[src/rtl/regbank_wbq.sv]
// regbank_wbq: eight-entry register bank with an in-order write queue.
//
// Write-back requests (wb_*) are accepted into a DEPTH-entry FIFO while it has
// room. The head entry commits to its target register on any edge where
// commit_en is high. Register outputs are straight from the flops, so a queued
// write is never bypassed to r0..r7. The pending vector flags registers with
// outstanding queued writes for hazard detection.
//
// Ports:
//   clk, rst_n          clock (rising edge), asynchronous active-low reset
//   wb_valid/wb_ready   write request handshake; ready = queue not full
//   wb_addr             target register index
//   wb_mode             00 word, 01 low byte, 10 high byte, 11 accumulate
//   wb_data             write operand
//   commit_en           allow the head entry to commit this cycle
//   r0..r7              register contents
//   pending             bit i set while any queued entry targets register i
//   q_count             number of queued entries
//   commit_pulse        high for one cycle after each commit
//   commit_addr         index of the most recently committed entry
//
// WIDTH must be at least 16 so the byte lanes are well defined.
module regbank_wbq #(
  parameter int WIDTH   = 16,
  parameter int DEPTH   = 2,
  parameter int ZERO_R0 = 0
) (
  input  logic                       clk,
  input  logic                       rst_n,
  input  logic                       wb_valid,
  output logic                       wb_ready,
  input  logic [2:0]                 wb_addr,
  input  logic [1:0]                 wb_mode,
  input  logic [WIDTH-1:0]           wb_data,
  input  logic                       commit_en,
  output logic [WIDTH-1:0]           r0,
  output logic [WIDTH-1:0]           r1,
  output logic [WIDTH-1:0]           r2,
  output logic [WIDTH-1:0]           r3,
  output logic [WIDTH-1:0]           r4,
  output logic [WIDTH-1:0]           r5,
  output logic [WIDTH-1:0]           r6,
  output logic [WIDTH-1:0]           r7,
  output logic [7:0]                 pending,
  output logic [$clog2(DEPTH+1)-1:0] q_count,
  output logic                       commit_pulse,
  output logic [2:0]                 commit_addr
);

  localparam int PW = (DEPTH > 1) ? $clog2(DEPTH) : 1;
  localparam int CW = $clog2(DEPTH + 1);
  localparam logic [CW-1:0] DEPTH_C = CW'(DEPTH);
  localparam logic [PW-1:0] LAST_P  = PW'(DEPTH - 1);

  // Advance a queue pointer, wrapping at DEPTH.
  function automatic logic [PW-1:0] ptr_inc(input logic [PW-1:0] p);
    if (p == LAST_P) begin
      return {PW{1'b0}};
    end else begin
      return p + PW'(1);
    end
  endfunction

  logic [2:0]       q_addr [DEPTH];
  logic [1:0]       q_mode [DEPTH];
  logic [WIDTH-1:0] q_data [DEPTH];
  logic [DEPTH-1:0] q_vld;
  logic [PW-1:0]    head;
  logic [PW-1:0]    tail;
  logic [CW-1:0]    count;
  logic [CW-1:0]    count_next;
  logic [WIDTH-1:0] regs [8];

  logic             enq;
  logic             deq;
  logic [2:0]       head_addr;
  logic [1:0]       head_mode;
  logic [WIDTH-1:0] head_data;
  logic [WIDTH-1:0] cur_val;
  logic [WIDTH-1:0] commit_val;
  logic             reg_we;

  // Handshake: ready depends only on occupancy, so a full queue never
  // accepts even if the head commits on the same edge.
  always_comb begin
    wb_ready = (count < DEPTH_C);
    enq      = wb_valid & wb_ready;
    deq      = commit_en & (count != {CW{1'b0}});
  end

  // Head entry decode and the value it will write back.
  always_comb begin
    head_addr = q_addr[head];
    head_mode = q_mode[head];
    head_data = q_data[head];
    cur_val   = regs[head_addr];
    case (head_mode)
      2'b00:   commit_val = head_data;
      2'b01:   commit_val = {cur_val[WIDTH-1:8], head_data[7:0]};
      2'b10:   commit_val = {head_data[7:0], cur_val[WIDTH-9:0]};
      2'b11:   commit_val = cur_val + head_data;
      default: commit_val = cur_val;
    endcase
    // With ZERO_R0 a commit to r0 still retires the entry but writes nothing.
    if ((ZERO_R0 != 0) && (head_addr == 3'd0)) begin
      reg_we = 1'b0;
    end else begin
      reg_we = deq;
    end
  end

  // Occupancy next-state.
  always_comb begin
    case ({enq, deq})
      2'b10:   count_next = count + CW'(1);
      2'b01:   count_next = count - CW'(1);
      default: count_next = count;
    endcase
  end

  // Queue storage and pointers.
  always_ff @(posedge clk or negedge rst_n) begin
    if (!rst_n) begin
      for (int i = 0; i < DEPTH; i++) begin
        q_addr[i] <= 3'd0;
        q_mode[i] <= 2'b00;
        q_data[i] <= {WIDTH{1'b0}};
      end
      q_vld <= {DEPTH{1'b0}};
      head  <= {PW{1'b0}};
      tail  <= {PW{1'b0}};
      count <= {CW{1'b0}};
    end else begin
      // Enqueue and dequeue never hit the same slot: that would need the
      // queue to be both empty (head==tail, nothing to commit) and not full.
      if (enq) begin
        q_addr[tail] <= wb_addr;
        q_mode[tail] <= wb_mode;
        q_data[tail] <= wb_data;
        q_vld[tail]  <= 1'b1;
        tail         <= ptr_inc(tail);
      end
      if (deq) begin
        q_vld[head] <= 1'b0;
        head        <= ptr_inc(head);
      end
      count <= count_next;
    end
  end

  // Register bank write port.
  always_ff @(posedge clk or negedge rst_n) begin
    if (!rst_n) begin
      for (int i = 0; i < 8; i++) begin
        regs[i] <= {WIDTH{1'b0}};
      end
    end else if (reg_we) begin
      regs[head_addr] <= commit_val;
    end
  end

  // Commit status outputs.
  always_ff @(posedge clk or negedge rst_n) begin
    if (!rst_n) begin
      commit_pulse <= 1'b0;
      commit_addr  <= 3'd0;
    end else begin
      commit_pulse <= deq;
      if (deq) begin
        commit_addr <= head_addr;
      end
    end
  end

  // Scoreboard: one-hot OR of every occupied slot's target.
  always_comb begin
    pending = 8'h00;
    for (int i = 0; i < DEPTH; i++) begin
      if (q_vld[i]) begin
        pending[q_addr[i]] = 1'b1;
      end else begin
        pending = pending;
      end
    end
  end

  assign q_count = count;
  assign r0 = regs[0];
  assign r1 = regs[1];
  assign r2 = regs[2];
  assign r3 = regs[3];
  assign r4 = regs[4];
  assign r5 = regs[5];
  assign r6 = regs[6];
  assign r7 = regs[7];

endmodule

[config.mk]
export PLATFORM = sky130hd
export DESIGN_NAME = regbank_wbq
export DESIGN_NICKNAME = d
export VERILOG_FILES = /design/src/rtl/regbank_wbq.sv
export SDC_FILE = /design/constraint.sdc
export NUM_CORES = 1
export LEC_CHECK = 0
export BUFFER_PORTS_ARGS = -buffer_cell sky130_fd_sc_hd__buf_2
export CORE_AREA = 2 2 133 135
export DETAILED_ROUTE_END_ITERATION = 10
export DIE_AREA = 0 0 135 137
export HOLD_SLACK_MARGIN = 0.05
export PLACE_DENSITY = 0.8
export SYNTH_ARGS = -nofsm -noshare
export SYNTH_HDL_FRONTEND = slang
export SYNTH_SLANG_ARGS = --single-unit
[constraint.sdc]
create_clock -name clk -period 5.5 [get_ports clk]
set_input_delay 0 -clock clk [delete_from_list [all_inputs] [get_ports clk]]
set_output_delay 0 -clock clk [all_outputs]
set_load 0.005 [all_outputs]
==> flow_metrics.env <==
export IMPL_fin_crit_ps=4590
export IMPL_fill_cells=1388
export IMPL_relSlewSlack=0.240
export IMPL_totalWireLength_mm=25.9
export IMPL_skew_ps=14.4
export IMPL_crit_path_max_incr_delay_ps=860
export IMPL_num_rows=48
export IMPL_critPathMaxFanout=19
export IMPL_cts_sinks=180
export IMPL_cts_buffers=17
export IMPL_yosys_register_bits=180
export IMPL_fin_ws_ps=914
export IMPL_seq_area_um2=4500
export IMPL_first_pass_iters=5
export IMPL_clkTransAtPathRegs_ps=70
export IMPL_yosys_warnings=0
export IMPL_cts_max_path_buffers=2
export IMPL_rsz0062_at_grt="no"
export IMPL_r2r_start="q_addr[5]"
export IMPL_synth_edf_count=0
export IMPL_grt_pass1_wl_mm=40.5
export IMPL_grt_pass1_vias=7468
export IMPL_ff2ff_setup_slack_ps=910
export IMPL_die_y_um=137
export IMPL_wl_per_cell_um=19.8
export IMPL_finalSetupViolCount=0
export IMPL_reg2reg_to="r0[12]"
export IMPL_max_slew_worst_pin_slew_ps=1140
export IMPL_routed_via_density=6.03
export IMPL_grt_max_degree=111
export IMPL_die_area_um2=18500
export IMPL_arrival_ps=4860
export IMPL_cts_resized=0
export IMPL_io_buffers=167
export IMPL_fin_util=0.646
export IMPL_synthCells=897
export IMPL_drc_errors=0
export IMPL_regMostFlops="q_data"
export IMPL_hold_class="in2async"
export IMPL_maxCapViolations=0
export IMPL_fmax_mhz=218
export IMPL_hold_violations=0
export IMPL_gp_congestion=0.899
export IMPL_synth_main_ff_cell="dfrtp_1"
export IMPL_clk_latency_ps=440
export IMPL_postCtsSetupBuffers=0
export IMPL_antenna_found_initial=0
export IMPL_drt_iter0_markers=783
export IMPL_critPathRequiredTime_ps=5770
export IMPL_whs_ps=276
export IMPL_endpoint_kind="flop"
export IMPL_ys_seq_area_frac=0.487
export IMPL_layout_nets=1114
export IMPL_area_growth_pct=19.1
export IMPL_crit_chain="nand2b_1 > o21ai_2 > a32oi_1 > and3_1 > ha_1 > fa_1 > nand3_1 > a21boi_0 > o21a_1 > o31a_1 > a31o_2 > a211oi_2 > o21ai_0"
export IMPL_place_hpwl_mm=18.4
export IMPL_cts_max_level=4
export IMPL_synth_area_per_cell_um2=10.3
export IMPL_largest_register_ffs=32
export IMPL_crit_type="reg2reg"
export IMPL_cts_hold_buf=24
export IMPL_start_kind="flop"
export IMPL_drv_slew=0
export IMPL_synthArstFlopShare=1.00
export IMPL_grt_usage=0.287
export IMPL_r2r_cells=13
export IMPL_start_util=0.542
export IMPL_ioPinCount=168
export IMPL_ant_nets=0
export IMPL_synthesis_area_um2=9250
export IMPL_cts_root_buf="clkbuf_16"
export IMPL_place_ws_ps=969
export IMPL_grt_overflow=0
export IMPL_finalCritPeriodShare=0.834
export IMPL_antenna_cells=0
export IMPL_status="finished, final reports clean"
export IMPL_drive_gt1_frac=0.294
export IMPL_placeableCoreArea_um2=17100
export IMPL_setup_tns_ps=0
export IMPL_vias=7887
export IMPL_synth_fp_nets=940
export IMPL_multi_input_area_um2=4430
export IMPL_cts_tree="built"
export IMPL_critPathSlowestCell="o21ai_2"
export IMPL_yosysUniqueCellTypes=68
export IMPL_die_width_um=135
## metal layers
metal	track usage	share of wire
met1	0.386	0.41
met2	0.470	0.49
met3	0.0556	0.082
met4	0.0966	0.022
met5	0	0
## cells by family (layout without fill, tap and decap cells)
| kind of cell | Yosys count | count (layout) | synth area share |
|---|---|---|---|
| mux | 118 | 118 | 0.138 |
| fa+ha+maj | 18 | 18 | 0.0252 |
| xor+xnor | 13 | 13 | 0.0123 |
| compound gates | 239 | 239 | 0.181 |
| simple gates | 268 | 268 | 0.122 |
| buf+inv | 61 | 247 | 0.0342 |
| flops | 180 | 180 | 0.487 |
## cells in the mapped netlist (11+ instances only)
library cell	number	share of area
mux2i_1	43	0.047
o31ai_1	11	0.0089
dfrtp_1	180	0.49
clkbuf_1	25	0.010
nor2_1	24	0.0097
o21ai_0	80	0.043
nand2_1	190	0.077
a21oi_1	18	0.0097
mux2_2	73	0.089
inv_1	12	0.0049
nand3_1	17	0.0092
o21ai_1	28	0.015
ha_1	17	0.023
## cell usage in the layout, fill, tap and decap left out, types with 18 or more instances in the layout
master / count
mux2i_1: 41
dfrtp_1: 180
dlygate4sd3_1: 24
o21ai_0: 80
nor2_1: 24
buf_2: 166
o21ai_1: 28
a21oi_1: 18
nand2_1: 190
mux2_2: 74
## cell type report
type	instances	area share
tap	225	0.0256
multi-input combinational	656	0.403
clock buffer	19	0.0402
sequential	180	0.409
inverter	12	0.00409
clock inverter	12	0.0111
timing repair buffer	204	0.107
## critical path, delay by kind of cell, from the launching register on
family | cells | cell delay [ps]
flops | 1 | 500
fa+ha+maj | 2 | 620
simple gates | 3 | 600
compound gates | 8 | 2680
## how the worst max path moves through the flow
| stage | startpoint | to | slack (ps) | cells past startpoint |
|---|---|---|---|---|
| after CTS | head | r0[12] | 980 | 13 |
| after detailed placement | head | r0[12] | 970 | 13 |
| after global routing | q_addr[5] | r4[12] | 680 | 13 |
| after global placement | head | r6[12] | 1100 | 13 |
| final | q_addr[5] | r0[12] | 910 | 13 |
| after floorplan | q_addr[4] | r0[12] | 1790 | 15 |
## through the flow
stage	cell area, um^2	cells
floorplan	9250	897
global placement	10200	1253
detailed placement	10200	1253
CTS	11000	1308
global route	11000	1308
finish	11000	1308
Power is not shown: default switching activity piles up to over one toggle a cycle in this logic, so the estimate is an artifact.
